`src/rtl/dsss_pkg.sv`:
```
// Shared DSSS transmit definitions: carrier format, period geometry and
// the modulator state encoding.
package dsss_pkg;

   localparam int CAR_W              = 8;
   localparam int SAMPLES_PER_PERIOD = 36;
   localparam int PERIODS_PER_CHIP   = 1;

   typedef logic signed [CAR_W-1:0] car_sample_t;

   typedef enum logic [1:0] {
      IDLE,
      SYNC,
      RUN
   } mod_state_e;

endpackage

```
`src/rtl/bpsk_chip_modulator_if.sv`:
```
// Chip stream handshake between the PN spreader (master) and the modulator.
interface bpsk_chip_modulator_if;
   logic chip_in;
   logic chip_valid;
   logic chip_ready;

   modport master (output chip_in, output chip_valid, input chip_ready);
   modport slave  (input chip_in, input chip_valid, output chip_ready);
endinterface

```
`src/rtl/bpsk_chip_modulator_tracker.sv`:
```
// Carrier period tracker: counts samples and periods against car_sof,
// decodes chip boundaries and flags carrier framing faults.
module carrier_period_tracker
   import dsss_pkg::*;
#(
   parameter int SPP = 36,
   parameter int PPC = 1
) (
   input  logic clk,
   input  logic rst,
   input  logic en,
   input  logic in_sync,
   input  logic in_run,
   input  logic car_sof,
   output logic boundary,
   output logic sync_fault
);

   localparam int SW = (SPP > 1) ? $clog2(SPP) : 1;
   localparam int PW = (PPC > 1) ? $clog2(PPC) : 1;

   // samp_cnt holds the index of the previous sample, so it reads SPP-1
   // on a correctly spaced car_sof.
   logic [SW-1:0] samp_cnt;
   logic [PW-1:0] per_cnt;
   logic          last_samp;
   logic          last_per;

   assign last_samp  = (samp_cnt == SW'(SPP - 1));
   assign last_per   = (per_cnt == PW'(PPC - 1));
   assign sync_fault = in_run & (car_sof ^ last_samp);
   assign boundary   = car_sof & (in_sync | (in_run & last_per));

   // Counters run only while locked (or locking); any fault or drop of
   // lock returns them to zero.
   always_ff @(posedge clk) begin
      if (rst || !en || sync_fault || !(in_run || (in_sync && car_sof))) begin
         samp_cnt <= '0;
         per_cnt  <= '0;
      end else if (car_sof) begin
         samp_cnt <= '0;
         per_cnt  <= boundary ? '0 : per_cnt + PW'(1);
      end else begin
         samp_cnt <= samp_cnt + SW'(1);
      end
   end

endmodule

```
`src/rtl/bpsk_chip_modulator.sv`:
```
// BPSK chip modulator: multiplies the carrier by +1/-1 per chip, switching
// chips only at carrier period boundaries for phase-continuous symbols.
module bpsk_chip_modulator #(
   parameter int CAR_W              = dsss_pkg::CAR_W,
   parameter int SAMPLES_PER_PERIOD = dsss_pkg::SAMPLES_PER_PERIOD,
   parameter int PERIODS_PER_CHIP   = dsss_pkg::PERIODS_PER_CHIP
) (
   input  logic                      clk,
   input  logic                      rst,
   input  logic                      en,
   input  logic signed [CAR_W-1:0]   car_in,
   input  logic                      car_sof,
   bpsk_chip_modulator_if.slave      chip,
   output logic signed [CAR_W-1:0]   mod_out,
   output logic                      mod_valid,
   output logic                      underrun,
   output logic                      sync_err
);
   import dsss_pkg::*;

   localparam logic signed [CAR_W-1:0] MIN_V = {1'b1, {(CAR_W-1){1'b0}}};
   localparam logic signed [CAR_W-1:0] MAX_V = {1'b0, {(CAR_W-1){1'b1}}};

   mod_state_e               state;
   logic                     chip_reg;
   logic                     chip_active;
   logic                     boundary;
   logic                     sync_fault;
   logic                     in_sync;
   logic                     in_run;
   logic                     take;
   logic                     take_valid;
   logic                     eff_active;
   logic                     eff_chip;
   logic                     live;
   logic signed [CAR_W-1:0]  mod_next;

   assign in_sync = (state == SYNC);
   assign in_run  = (state == RUN);

   carrier_period_tracker #(
      .SPP (SAMPLES_PER_PERIOD),
      .PPC (PERIODS_PER_CHIP)
   ) u_tracker (
      .clk        (clk),
      .rst        (rst),
      .en         (en),
      .in_sync    (in_sync),
      .in_run     (in_run),
      .car_sof    (car_sof),
      .boundary   (boundary),
      .sync_fault (sync_fault)
   );

   // A chip is taken only at a clean boundary while enabled; a framing
   // fault on the same cycle wins over acceptance.
   assign chip.chip_ready = ~rst & en & boundary & ~sync_fault;
   assign take       = chip.chip_ready;
   assign take_valid = take & chip.chip_valid;

   // The newly accepted chip already modulates the car_sof sample.
   assign eff_active = take ? chip.chip_valid : chip_active;
   assign eff_chip   = take_valid ? chip.chip_in : chip_reg;
   assign live       = en & (in_run | (in_sync & car_sof));

   // Sign select with saturating negation of the most negative sample.
   always_comb begin
      mod_next = '0;
      if (live && eff_active) begin
         if (eff_chip)            mod_next = car_in;
         else if (car_in == MIN_V) mod_next = MAX_V;
         else                     mod_next = -car_in;
      end
   end

   // FSM, chip register and registered outputs.
   always_ff @(posedge clk) begin
      if (rst) begin
         state       <= IDLE;
         chip_reg    <= 1'b0;
         chip_active <= 1'b0;
         mod_out     <= '0;
         mod_valid   <= 1'b0;
         underrun    <= 1'b0;
         sync_err    <= 1'b0;
      end else begin
         mod_out   <= mod_next;
         mod_valid <= live;
         underrun  <= take & ~chip.chip_valid;
         sync_err  <= en & sync_fault;
         if (!en) begin
            state       <= IDLE;
            chip_active <= 1'b0;
         end else begin
            case (state)
               IDLE:    state <= SYNC;
               SYNC:    if (car_sof) state <= RUN;
               RUN:     if (sync_fault) state <= SYNC;
               default: state <= IDLE;
            endcase
            if (sync_fault) begin
               chip_active <= 1'b0;
            end else if (take) begin
               chip_active <= chip.chip_valid;
               if (chip.chip_valid) chip_reg <= chip.chip_in;
            end
         end
      end
   end

endmodule

```
`src/flat_wrapper.sv`:
```
// flat-port wrapper written by rule: the top's interface ports become plain ports
module bpsk_chip_modulator_flat import dsss_pkg::*;
#(
   parameter int CAR_W              = dsss_pkg::CAR_W,
   parameter int SAMPLES_PER_PERIOD = dsss_pkg::SAMPLES_PER_PERIOD,
   parameter int PERIODS_PER_CHIP   = dsss_pkg::PERIODS_PER_CHIP
)
  (clk, rst, en, car_in, car_sof, mod_out, mod_valid, underrun, sync_err, chip_chip_in, chip_chip_valid, chip_chip_ready);
  bpsk_chip_modulator_if chip_i ();
  input  logic clk;
  input  logic rst;
  input  logic en;
  input  logic signed [CAR_W-1:0] car_in;
  input  logic car_sof;
  output logic signed [CAR_W-1:0] mod_out;
  output logic mod_valid;
  output logic underrun;
  output logic sync_err;
  input wire logic [$bits(chip_i.chip_in)-1:0] chip_chip_in;
  input wire logic [$bits(chip_i.chip_valid)-1:0] chip_chip_valid;
  output wire logic [$bits(chip_i.chip_ready)-1:0] chip_chip_ready;
  assign chip_i.chip_in = chip_chip_in;
  assign chip_i.chip_valid = chip_chip_valid;
  assign chip_chip_ready = chip_i.chip_ready;
  bpsk_chip_modulator #(.CAR_W(CAR_W), .SAMPLES_PER_PERIOD(SAMPLES_PER_PERIOD), .PERIODS_PER_CHIP(PERIODS_PER_CHIP)) u_core (.clk(clk), .rst(rst), .en(en), .car_in(car_in), .car_sof(car_sof), .chip(chip_i), .mod_out(mod_out), .mod_valid(mod_valid), .underrun(underrun), .sync_err(sync_err));
endmodule
```
`config.mk`:
```
export PLATFORM = sky130hd
export DESIGN_NAME = bpsk_chip_modulator_flat
export DESIGN_NICKNAME = d
export VERILOG_FILES = /design/src/rtl/dsss_pkg.sv /design/src/rtl/bpsk_chip_modulator_if.sv /design/src/rtl/bpsk_chip_modulator_tracker.sv /design/src/rtl/bpsk_chip_modulator.sv /design/src/flat_wrapper.sv
export SDC_FILE = /design/constraint.sdc
export NUM_CORES = 1
export LEC_CHECK = 0
export ABC_AREA = 1
export BUFFER_PORTS_ARGS = -buffer_cell sky130_fd_sc_hd__buf_4
export CELL_PAD_IN_SITES_DETAIL_PLACEMENT = 0
export CELL_PAD_IN_SITES_GLOBAL_PLACEMENT = 1
export CORE_ASPECT_RATIO = 0.7
export CORE_MARGIN = 8
export CORE_UTILIZATION = 33
export DETAILED_ROUTE_END_ITERATION = 12
export PLACE_DENSITY = 0.81
export SLEW_MARGIN = 20
export SYNTH_ARGS = -nofsm -noshare
export SYNTH_HDL_FRONTEND = slang
export SYNTH_SLANG_ARGS = --single-unit
```
`constraint.sdc`:
```
create_clock -name clk -period 1.55 [get_ports clk]
set_input_delay 0.31 -clock clk [delete_from_list [all_inputs] [get_ports clk]]
set_output_delay 0.31 -clock clk [all_outputs]
set_load 0.02 [all_outputs]
```
After elaboration in Yosys (flattened, before gate mapping)
Index checks and enable logic that the tools add are counted.

word-level totals
  flip-flop bits (word level) = 22
  bits of input ports = 14
  output and inout port bits = 12
  word-level logic and storage cells = 61

operators by class
  $add $sub $neg = 3
  equality and inequality tests = 6
  muxes and demuxes = 8
  bitwise logic cells = 20
  reduce and logical (&&, ||, !) cells = 15

operators by type and width
  cell                                                                     number
  8-bit two-way mux                                                        2
  1-bit bitwise AND                                                        11
  8-bit equality test, second input constant                               1
  8-bit negator                                                            1
  6-bit by 1-bit adder with 6-bit output, second input constant            1
  6-bit equality test, second input constant                               1
  1-bit inverter                                                           6
  2-bit case mux with 3 select lines                                       1
  2-bit OR reduction                                                       3
  1-bit logical OR                                                         4
  2-bit two-way mux                                                        2
  4-bit AND reduction                                                      1
  1-bit two-way mux                                                        3
  3-bit OR reduction                                                       1
  2-bit by 1-bit equality test with 1-bit output, second input constant    1
  2-bit equality test, second input constant                               1
  1-bit logical AND                                                        2
  1-bit logical NOT                                                        2
  2-bit logical NOT                                                        1
  2-bit by 1-bit inequality test with 1-bit output, second input constant  1
  2-bit inequality test, second input constant                             1
  1-bit bitwise OR                                                         2
  2-bit AND reduction                                                      1
  1-bit adder, second input constant                                       1
  1-bit XOR                                                                1

Depth between registers and ports, before layout
Gate-level depths: netlist of the first run.

  depth after elaboration = 10
  gate-level depth with buffers = 11

Modules after synthesis
From an unflattened synthesis of the first run, not the netlist that was laid out.

unflattened totals
  cell total of the unflattened synthesis = 178
  area, all modules = 1,187.4 um2

modules (own cells, without submodules)
  module                  times used  cells each  area each (um2)  seq. area each (um2)
  bpsk_chip_modulator     1           131         827.0            300.3
  carrier_period_tracker  1           47          360.3            140.1

Worst setup path after synthesis of the first run
OpenSTA, ideal clock, no wires.

  kind = flip-flop to output port
  start = register u_core.u_tracker.samp_cnt[0]
  end = output chip_chip_ready
  data arrival time = 1,191 ps
  required time = 1,240 ps
  slack = 49 ps
  cell stages (with the launch flop) = 8
  cells stage by stage = dfxtp_1 -> ha_1 -> inv_2 -> nor2_4 -> nand4_1 -> nand3_4 -> nand2_1 -> inv_1

on the way
  word-level cells in the longest chain between the ends = 5

ends and longest elaborated chain
  item                             line                               text
  start, declared                  bpsk_chip_modulator_tracker.sv:24  logic [SW-1:0] samp_cnt;
  start signal, assigned           bpsk_chip_modulator_tracker.sv:44  samp_cnt <= samp_cnt + SW'(1);
  6-bit equality test              bpsk_chip_modulator_tracker.sv:29  assign last_samp = (samp_cnt == SW'(SPP - 1));
  1-bit XOR                        bpsk_chip_modulator_tracker.sv:31  assign sync_fault = in_run & (car_sof ^ last_samp);
  1-bit bitwise AND                bpsk_chip_modulator_tracker.sv:31
  1-bit inverter (no source line)  n/a
  1-bit bitwise AND                bpsk_chip_modulator.sv:57          assign chip.chip_ready = ~rst & en & boundary & ~sync_fault;
  end, declared                    flat_wrapper.sv:21                 output wire logic [$bits(chip_i.chip_ready)-1:0] chip_chip_ready;

No other way between the ends.

Worst setup path in the final report of the first run
  start = register u_core.u_tracker.samp_cnt[1]
  end = output chip_chip_ready

Same word-level chain as after synthesis.

==> results of run 1 <==
[area by class of cell]
cell class                 count  share of cell area
clock buffer                   4              0.0321
inverter                      21              0.0474
timing repair buffer          51               0.227
tap                           38              0.0277
sequential                    22               0.258
multi-input combinational    107               0.407
[worst max path at each step]
stage | from | to | slack [ns] | cells past startpoint
2_1_floorplan | u_core.u_tracker.samp_cnt[0] | chip_chip_ready | 0.05 | 7
3_3_place_gp | car_in[0] | u_core.mod_out[2] | -0.08 | 12
3_5_place_dp | car_in[1] | u_core.mod_out[2] | -0.17 | 12
4_1_cts | u_core.u_tracker.samp_cnt[1] | chip_chip_ready | -0.19 | 9
5_1_grt | u_core.u_tracker.samp_cnt[1] | u_core.mod_out[2] | -0.28 | 10
6_report | u_core.u_tracker.samp_cnt[1] | chip_chip_ready | -0.20 | 8
[metrics by stage]
step | power, µW | instance area [µm²] | setup slack (ns) | TNS, ns | instances
2_1_floorplan | 642 | 1110 | 0.0490 | 0 | 150
3_3_place_gp | 707 | 1470 | -0.0849 | -0.629 | 229
3_5_place_dp | 707 | 1470 | -0.172 | -1.14 | 229
4_1_cts | 1130 | 1610 | -0.195 | -1.15 | 238
5_1_grt | 1180 | 1720 | -0.284 | -3.32 | 243
6_report | 1130 | 1720 | -0.201 | -1.39 | 243
[metal layers]
layer | vias to the layer above | GRT usage
met5 | - | 0
met4 | 0 | 0.0326
met3 | 2 | 0.0377
met2 | 29 | 0.178
met1 | 520 | 0.122
li1 | 584 | -
[cell families after synthesis]
group | synth area share
and+or+nand+nor | 0.399
DFF | 0.397
buffers and inverters | 0.0710
AOI/OAI and AO/OA | 0.0789
xor gates and xnor gates | 0.0316
adders and majority gates | 0.0225
[layout by cell type (no fill, tap or decap), types with 3 or more instances in the layout]
cell type,count
sky130_fd_sc_hd__buf_4,49
sky130_fd_sc_hd__nor2_1,22
sky130_fd_sc_hd__nand2_1,20
sky130_fd_sc_hd__dfxtp_1,20
sky130_fd_sc_hd__inv_1,17
sky130_fd_sc_hd__nand3_1,16
sky130_fd_sc_hd__nor2_2,6
sky130_fd_sc_hd__nor2_4,4
sky130_fd_sc_hd__nand2_2,4
sky130_fd_sc_hd__nand2_4,4
sky130_fd_sc_hd__clkbuf_8,4
sky130_fd_sc_hd__inv_2,3
sky130_fd_sc_hd__a21oi_1,3
sky130_fd_sc_hd__a21oi_2,3
sky130_fd_sc_hd__xor2_1,3
sky130_fd_sc_hd__o21ai_0,3
[what timing repair did]
item	4_1_cts	5_1_grt
gates resized for setup	13	20
hold buffers	0	0
setup endpoints to repair	10	19
buffers inserted	5	5
pin swaps	8	12
cloned	0	0
[cells in the mapped netlist, drive strengths merged]
cell and count:
a21boi 1, a21oi 7, dfxtp 22, ha 2, inv 21, nand2 29, nand3 20, nand4 3
nor2 32, nor3 2, o21a 1, o21ai 3, or2 3, xnor2 1, xor2 3
[power groups by stage]
stage	registers [µW]	logic, µW	clock network, µW
after floorplan	586	56.2	0
after global placement	585	122	0
after detailed placement	586	121	0
after CTS	572	127	427
after global routing	573	152	454
final	572	137	421
[worst max-delay path: cells and delay by family, from the launching register on]
kind | cells | cell delay, ns
simple gates | 4 | 0.49
fa+ha+maj | 1 | 0.14
buf+inv | 3 | 0.19
flops | 1 | 0.36
==> qor.yml, run 1 <==
number_of_drc_markers_after_the_initial_detailed_route_iteration: 41
flip_flop_count_of_the_largest_register_after_layout: 8
worst_hold_path.endpoint: "u_core.chip_reg"
cpMostUsedCell: "sky130_fd_sc_hd__inv_2"
drt.antenna.violating_nets: 0
fin_util: 0.538
layout_min_cycle_time_ns: 1.75
drcViolationCount: 0
crit_type: "reg -> out"
worst_r2r_endpoint: "u_core.mod_out[2]"
timing.final.max_slew_violations: 0
finalNetCount: 222
top_layer_used: "met4"
power.ir.vdd_worst_v: 0.000468
synth_top_area_frac: 0.397
worst_path_max_stage_delay_ns: 0.36
fraction_of_power_spent_switching_nets: 0.237
drive_gt1_frac: 0.454
synth_largest_area_cell: "sky130_fd_sc_hd__dfxtp_1"
critPathLaunchType: "register"
max_flop_register: "u_core.mod_out"
min_delay_path_depth: 2
cts_inserted_buffers: 3
final_min_period_over_clock_period: 1.13
met1_length_mm: 1.35
worstSetupEndpointType: "output port"
seq_area_frac_synth: 0.397
synthesized_area_per_cell_um2: 7.40
rows: 17
p_switching_uw: 268
detailroute.via_count: 1135
timing.reg2reg.worst_path_depth: 10
initial_utilization: 0.348
clkSinkCount: 22
cell_chain_critical_path: "ha_4 > inv_2 > nor2_4 > nand4_1 > nand3_4 > nand2_4 > inv_2 > buf_6"
full_die_area_um2: 5500
synth.cell_area_um2: 1110
pwr-share-clk: 0.372
drv_cap: 0
die_x_um: 85.3
power.sequential.fraction: 0.506
post_drt_wl_per_cell_um: 12.2
synth.ff_latch_count: 22
power.share.combinational: 0.122
multi_input_area_um2: 699
synth_warnings: 0
worstPathRequired_ns: 1.24
ff_latch_area_um2: 443
grt_max_degree: 13
firstDrtPassIters: 4
met3WireLength_um: 140
synth.net_count: 166
setup_viol: 16
worstPathArrival_ns: 1.44
synthDistinctLibCells: 24
layout_setup_ws_ns: -0.201
globalRouteOverflowTotal: 0
timing.rr.start: "u_core.u_tracker.samp_cnt[1]"
whs_ns: 0.192
first_global_vias: 1074
num_io_pins: 26
finalHoldViolations: 0
die_height_um: 64.5
critPathSlowestCell: "sky130_fd_sc_hd__dfxtp_2"
clock.fmax_ghz: 0.571
crit_path_max_fanout: 3
depth_of_the_cts_h_tree: 1
dp_hpwl_mm: 2.18
grt_setup_unrepaired: "yes"
max_slew_margin: 0.828
synth_cells: 150
power.density_cell_area_nw_per_um2: 659
numPortBuffers: 25
setup.reg_to_reg.worst_slack_ns: -0.17
place.gp.congestion: 0.781
worst_hold_startpoint: "rst"
worst_setup_hold_path_clk_slew_ns: 0.08
track_usage: 0.105
num_antenna_cells: 0
core-area_um2: 3190
clk_path_buf_depth: 2
synthToLayoutAreaGrowth_pct: 54.7
cts.root.buffer_cell: "sky130_fd_sc_hd__clkbuf_8"
failing_checks: "setup timing"
internal-power_uw: 862
top_regs: "u_core.mod_out x8, u_core.u_tracker.samp_cnt x6, u_core.state x2"
grt_antenna_before_repair: 0
status: "finished with violations"
clk_latency_ns: 0.27
final.fill_count: 311
fin_worst_skew_ns: 0.00809
synth.top_cells.by_area: "sky130_fd_sc_hd__dfxtp_1 40%, sky130_fd_sc_hd__nor2_1 9.8%, sky130_fd_sc_hd__nand2_1 8.1%"
routed_via_density: 4.67
grt_pass1_wl_mm: 4.65
tightest_slew_ns: 0.258
cts_tree: "yes"
timing.hold.worst.class: "in -> reg"
route.met2.wl_mm: 1.45
wl_mm: 2.97
p_leak_uw: 0.000728
(Power assumes the default switching activity.)
==> run 2, diff against run 1 <==
==> constraint.sdc (replaced) <==
create_clock -name clk -period 1.55 [get_ports clk]
set_input_delay 0.2325 -clock clk [delete_from_list [all_inputs] [get_ports clk]]
set_output_delay 0.2325 -clock clk [all_outputs]
set_load 0.02 [all_outputs]
==> run 2 against run 1 <==
Compared with the run above:
- the flow still finishes with violations (setup timing)
- final cell count shrank 1.2%
- critical path depth grew 4
- register-to-register slack is essentially flat
- fmax grew 1.9%
- critical path type is now reg -> reg
- largest power group unchanged
==> qor.yml, run 2 (synthesis gave the netlist of run 1 again) <==
final_min_period_over_clock_period: 1.11  # -0.0211
worstPathRequired_ns: 1.75  # +0.51 ns
layout_setup_ws_ns: -0.168  # +0.0327 ns
grt_pass1_wl_mm: 4.97  # +7.0%
initial_utilization: 0.348  # unchanged
max_flop_register: "u_core.mod_out"
tightest_slew_ns: 0.324  # +0.0660 ns
timing.final.max_slew_violations: 0  # unchanged
worst_path_max_stage_delay_ns: 0.35  # about the same
clk_path_buf_depth: 2  # unchanged
die_height_um: 64.5  # unchanged
finalInstanceArea_um2: 1640  # -4.6%
cts_tree: "yes"
first_global_vias: 1133  # +5.5%
critPathSlowestCell: "sky130_fd_sc_hd__dfxtp_2"
num_io_pins: 26  # unchanged
mostFrequentLayoutCell: "sky130_fd_sc_hd__buf_4"
final_cell_mix: "45 x sky130_fd_sc_hd__buf_4, 28 x sky130_fd_sc_hd__nor2_1, 22 x sky130_fd_sc_hd__nand2_1"
wl_mm: 2.98  # +0.27%
grt_max_degree: 13  # unchanged
fraction_of_power_spent_switching_nets: 0.226  # -0.0118
drive_gt1_frac: 0.401  # -0.0527
num_antenna_cells: 0  # unchanged
timing.hold.worst.class: "in -> reg"
p_switching_uw: 249  # -7.1%
globalRouteOverflowTotal: 0  # unchanged
internal-power_uw: 855  # -0.79%
fin_util: 0.513  # -0.0247
post_drt_wl_per_cell_um: 12.4  # +1.5%
track_usage: 0.110  # +0.00450
failing_checks: "setup timing"
power.share.combinational: 0.115  # -0.007
clkSinkCount: 22  # unchanged
core-area_um2: 3190  # unchanged
fin_worst_skew_ns: 0.00602  # -0.00207 ns
crit_path_max_fanout: 4  # +1
depth_of_the_cts_h_tree: 1  # unchanged
p_leak_uw: 0.000723  # -0.63%
power.density_cell_area_nw_per_um2: 674  # +2.4%
grt_antenna_before_repair: 0  # unchanged
final.fill_count: 296  # -4.8%
layout_min_cycle_time_ns: 1.72  # -0.0327 ns
sum_of_buffers_and_inverters_on_the_critical_path: 4  # +1
drv_cap: 0  # unchanged
worst_setup_timing_slack_at_the_placement_stage_ns: -0.169  # +0.00259 ns
firstDrtPassIters: 4  # unchanged
worstSetupEndpointType: "register"
die_x_um: 85.3  # unchanged
finalNetCount: 219  # -1.4%
detailroute.via_count: 1116  # -1.7%
drcViolationCount: 0  # unchanged
setup_viol: 11  # -5
critPathLaunchType: "register"
dp_hpwl_mm: 2.22  # +1.8%
top_regs: "u_core.mod_out x8, u_core.u_tracker.samp_cnt x6, u_core.state x2"
flip_flop_count_of_the_largest_register_after_layout: 8  # unchanged
pwr-share-clk: 0.367  # -0.005
max_slew_margin: 0.784  # -0.0434
synthToLayoutAreaGrowth_pct: 47.6
finalHoldViolations: 0  # unchanged
place.gp.congestion: 0.796  # +1.9%
fin_total_pwr_uw: 1100  # -2.3%
rows: 17  # unchanged
cts.root.buffer_cell: "sky130_fd_sc_hd__clkbuf_8"
crit_type: "reg -> reg"
worst_setup_hold_path_clk_slew_ns: 0.08  # about the same
cell_chain_critical_path: "ha_4 > inv_2 > nor2_4 > nand4_1 > nand3_4 > buf_6 > nand3_4 > buf_4 > buf_6 > nand2_1 > nand2_1 > a21oi_1"
numPortBuffers: 25  # unchanged
full_die_area_um2: 5500  # unchanged
power.ir.vdd_worst_v: 0.000597  # +28%
clock.fmax_ghz: 0.582  # +1.9%
status: "finished with violations"
routed_via_density: 4.65  # -0.44%
worstPathArrival_ns: 1.92  # +0.48 ns
cpLargestDelayFamily: "simple AND/OR/NAND/NOR gates"
number_of_drc_markers_after_the_initial_detailed_route_iteration: 36  # -12%
clk_latency_ns: 0.26  # about the same
dpl-instance-area_um2: 1430  # -2.6%
cts_inserted_buffers: 3  # unchanged
drt.antenna.violating_nets: 0  # unchanged
power.sequential.fraction: 0.518  # +0.012
grt_setup_unrepaired: "yes"
## run 2: cell types whose count changed in the layout (fill, tap and decap cells not counted), sizes merged
cell and delta:
buf -3
## run 2: worst paths after layout
path	from	end	slack, ns	depth (start not counted)
setup / recovery	u_core.u_tracker.samp_cnt[0]	u_core.mod_out[0]	-0.17	12
hold / removal	rst	u_core.chip_reg	0.13	2
setup reg to reg	u_core.u_tracker.samp_cnt[0]	u_core.mod_out[0]	-0.17	12
hold reg to reg	u_core.u_tracker.per_cnt	u_core.u_tracker.per_cnt	0.46	2
## run 2: power groups by stage
| stage | registers [µW] | clock network (µW) | logic [µW] |
|---|---|---|---|
| finish | 572 | 406 | 127 |
| floorplan | 586 | 0 | 56.2 |
| global route | 573 | 442 | 142 |
| CTS | 572 | 415 | 120 |
| global placement | 585 | 0 | 117 |
| detailed placement | 585 | 0 | 117 |
## run 2: stage by stage
stage / cells / hold WS [ns] / setup TNS, ns
after floorplan: 150 / 0.305 / 0
after global placement: 224 / 0.400 / -0.672
after detailed placement: 224 / 0.410 / -1.17
after CTS: 233 / 0.130 / -0.781
after global routing: 240 / 0.123 / -2.71
final: 240 / 0.129 / -1.20
## run 2: final cells by class
type                            count  area [µm²]  share of cell area
Multi-Input combinational cell    107         642               0.392
Sequential cell                    22         443               0.270
Inverter                           21        78.8              0.0481
Tap cell                           38        47.5              0.0290
Timing Repair Buffer               48         372               0.227
Clock buffer                        4        55.1              0.0336
## run 2: worst reg2reg max path, cell delays in order (launching register included)
cell	delay, ns
sky130_fd_sc_hd__dfxtp_2	0.35
sky130_fd_sc_hd__ha_4	0.14
sky130_fd_sc_hd__inv_2	0.05
sky130_fd_sc_hd__nor2_4	0.10
sky130_fd_sc_hd__nand4_1	0.19
sky130_fd_sc_hd__nand3_4	0.14
sky130_fd_sc_hd__buf_6	0.11
sky130_fd_sc_hd__nand3_4	0.09
sky130_fd_sc_hd__buf_4	0.16
sky130_fd_sc_hd__buf_6	0.11
sky130_fd_sc_hd__nand2_1	0.05
sky130_fd_sc_hd__nand2_1	0.06
sky130_fd_sc_hd__a21oi_1	0.12
## run 2: per-layer routing
layer,vias up,track usage,wire length [µm],part of all wire
li1,578,-,-,-
met1,510,0.118,1290,0.43
met2,24,0.206,1480,0.50
met3,4,0.0302,151,0.051
met4,0,0.0326,52,0.017
met5,-,0,0,0
## run 2: what timing repair did
| item | in CTS | in global routing |
|---|---|---|
| hold buffers | 0 | 0 |
| resized for setup | 9 | 9 |
| buffers inserted | 5 | 7 |
| pin swaps | 3 | 9 |
| endpoints found under the setup margin | 9 | 18 |
==> run 3, diff against run 2 <==
Settings changed: CORE_ASPECT_RATIO 0.7 to 1.2, CORE_MARGIN 8 to unset.
==> run 3 against run 2 <==
Compared with the run above:
- the run still ends with setup timing left
- die area fell by 35%
- clock power is 22% lower
- utilization is 0.97 points lower
- sequential cell count did not move
- power decreased by 8.6%
- critical path depth fell by 4
- final area decreased by 3.5%
- combinational power down 6%
- non-clock buffer count is 7 lower
- global-route usage up 3.4 points
- via count down 4.7%
- critical path type is now reg -> out
- largest power group unchanged
==> qor.yml, run 3 (synthesis gave the netlist of run 1 again) <==
worst_hold_path.endpoint: "u_core.chip_reg"
grt_max_degree: 13  # unchanged
worstPathRequired_ns: 1.32  # -0.43 ns
timing.final.max_slew_violations: 0  # unchanged
layout_min_cycle_time_ns: 1.73  # +0.0114 ns
setup.reg_to_reg.worst_slack_ns: -0.17  # about the same
timing.rr.start: "u_core.u_tracker.samp_cnt[1]"
number_of_drc_markers_after_the_initial_detailed_route_iteration: 26  # -28%
cts_inserted_buffers: 3  # unchanged
instances_no_fill: 231  # -3.8%
timing.hold.worst.class: "in -> reg"
internal-power_uw: 771  # -9.9%
failing_checks: "setup timing"
p_switching_uw: 239  # -4.0%
worst_path_max_stage_delay_ns: 0.37  # +0.02 ns
power.share.combinational: 0.119  # +0.004
cts_tree: "yes"
p_leak_uw: 0.000696  # -3.7%
clk_path_buf_depth: 2  # unchanged
whs_ns: 0.0740  # -0.0548 ns
full_die_area_um2: 3600  # -35%
worst_r2r_endpoint: "u_core.mod_out[0]"
min_delay_path_depth: 2  # unchanged
clkSinkCount: 22  # unchanged
max_slew_margin: 0.775  # -0.00910
finalHoldViolations: 0  # unchanged
flip_flop_count_of_the_largest_register_after_layout: 8  # unchanged
cpLargestDelayFamily: "simple AND/OR/NAND/NOR gates"
place.gp.congestion: 0.823  # +3.4%
grt_pass1_wl_mm: 3.79  # -24%
hold_buffers: 0  # unchanged
status: "finished with violations"
num_antenna_cells: 0  # unchanged
setup_viol: 18  # +7
top_regs: "u_core.mod_out x8, u_core.u_tracker.samp_cnt x6, u_core.state x2"
numPortBuffers: 25  # unchanged
worst_hold_startpoint: "rst"
globalRouteOverflowTotal: 0  # unchanged
post_drt_wl_per_cell_um: 10.7  # -14%
critPathLaunchType: "register"
fraction_of_power_spent_switching_nets: 0.237  # +0.0112
firstDrtPassIters: 6  # +2
grt_antenna_before_repair: 0  # unchanged
critPathSlowestCell: "sky130_fd_sc_hd__dfxtp_2"
pwr-share-clk: 0.314  # -0.053
drive_gt1_frac: 0.400  # -0.000990
crit_type: "reg -> out"
crit_path_max_fanout: 3  # -1
tightest_slew_ns: 0.337  # +0.0136 ns
fin_worst_skew_ns: 0.00195  # -0.00407 ns
grt_setup_unrepaired: "yes"
clock.fmax_ghz: 0.578  # -0.66%
dp_hpwl_mm: 1.76  # -21%
die_height_um: 65.5  # +1.6%
drt.antenna.violating_nets: 0  # unchanged
initial_utilization: 0.354  # +0.00583
clk_latency_ns: 0.30  # +0.04 ns
routed_via_density: 4.60  # -1.0%
synthToLayoutAreaGrowth_pct: 42.4
final_cell_mix: "37 x sky130_fd_sc_hd__buf_4, 29 x sky130_fd_sc_hd__nor2_1, 20 x sky130_fd_sc_hd__nand2_1, 20 x sky130_fd_sc_hd__dfxtp_1, 17 x sky130_fd_sc_hd__inv_1"
place_inst: 218  # -2.7%
final_min_period_over_clock_period: 1.12  # +0.00736
track_usage: 0.143  # +0.0336
worstSetupEndpointType: "output port"
max_flop_register: "u_core.mod_out"
power.density_cell_area_nw_per_um2: 639  # -5.3%
worstPathArrival_ns: 1.50  # -0.42 ns
core-area_um2: 3140  # -1.6%
power.ir.vdd_worst_v: 0.000304  # -49%
drcViolationCount: 0  # unchanged
timing.reg2reg.worst_path_depth: 12  # unchanged
cts.root.buffer_cell: "sky130_fd_sc_hd__clkbuf_4"
finalNetCount: 212  # -3.2%
worst_setup_hold_path_clk_slew_ns: 0.12  # +0.04 ns
detailroute.via_count: 1063  # -4.7%
die_x_um: 54.9  # -36%
cell_chain_critical_path: "ha_4 > inv_4 > nor2_4 > nand4_1 > nand3_4 > nand2_4 > inv_2 > buf_6"
wl_mm: 2.46  # -17%
num_io_pins: 26  # unchanged
layout_setup_ws_ns: -0.179  # -0.0114 ns
sum_of_buffers_and_inverters_on_the_critical_path: 3  # -1
rows: 22  # +5
drv_cap: 0  # unchanged
power.sequential.fraction: 0.567  # +0.049
depth_of_the_cts_h_tree: 1  # unchanged
first_global_vias: 938  # -17%
mostFrequentLayoutCell: "sky130_fd_sc_hd__buf_4"
run 3: changes by cell type in the layout (fill, tap and decap cells not counted), moves of 2 or more:
cell	previous run	this run
sky130_fd_sc_hd__a21oi_1	4	1
sky130_fd_sc_hd__a21oi_2	2	5
sky130_fd_sc_hd__buf_4	45	37
sky130_fd_sc_hd__clkbuf_4	0	3
sky130_fd_sc_hd__clkbuf_8	4	1
sky130_fd_sc_hd__nand2_1	22	20
run 3: worst register-to-register path, delay by kind of cell (launching register included):
kind                     cells  cell delay [ns]
AND/OR/NAND/NOR              6             0.62
buffers and inverters        4             0.43
flip-flops                   1             0.37
adder cells (fa/ha/maj)      1             0.15
AO/OA/AOI/OAI                1             0.10
run 3: routing by layer:
layer / up-vias / global-route usage / wire length (µm)
li1: 566 / - / -
met1: 468 / 0.185 / 1100
met2: 27 / 0.226 / 1230
met3: 2 / 0.0301 / 115
met4: 0 / 0.0563 / 18
met5: - / 0 / 0
run 3: area by class of cell:
cell class	count	area (µm²)
Multi-Input combinational cell	107	652
Tap cell	36	45.0
Clock buffer	4	36.3
Fill cell	319	1560
Timing Repair Buffer	41	323
Sequential cell	22	443
Inverter	21	81.3
run 3: timing repair:
action | CTS | global route
hold endpoints to repair | 0 | 0
setup buffers | 6 | 3
setup endpoints to repair | 17 | 19
pin swaps | 5 | 6
gates resized for setup | 12 | 12
run 3: worst max-delay path by stage:
| stage | start | to | slack (ns) | depth (start not counted) |
|---|---|---|---|---|
| 2_1_floorplan | u_core.u_tracker.samp_cnt[0] | u_core.mod_out[2] | 0.06 | 11 |
| 3_3_place_gp | u_core.u_tracker.samp_cnt[0] | u_core.mod_out[6] | -0.1 | 11 |
| 3_5_place_dp | u_core.u_tracker.samp_cnt[0] | u_core.mod_out[6] | -0.13 | 11 |
| 4_1_cts | u_core.u_tracker.samp_cnt[1] | chip_chip_ready | -0.18 | 8 |
| 5_1_grt | u_core.u_tracker.samp_cnt[1] | u_core.mod_out[2] | -0.29 | 10 |
| 6_report | u_core.u_tracker.samp_cnt[1] | chip_chip_ready | -0.18 | 8 |
run 3: power by group through the flow:
stage | Clock, µW | Sequential (µW) | Combinational [µW]
finish | 317 | 573 | 120
global route | 354 | 574 | 134
CTS | 325 | 573 | 115
detailed placement | 0 | 585 | 109
global placement | 0 | 585 | 110
floorplan | 0 | 586 | 56.2
run 3: metrics by stage:
step                utilization  TNS (ns)  cell area (µm²)  worst slack (ns)  total power (µW)
floorplan                     -         0             1110            0.0603               642
global placement          0.445    -0.607             1400           -0.0955               695
detailed placement        0.445    -0.874             1400            -0.131               695
CTS                       0.483     -1.75             1520            -0.184              1010
global route              0.504     -4.51             1580            -0.287              1060
finish                    0.504     -2.28             1580            -0.179              1010
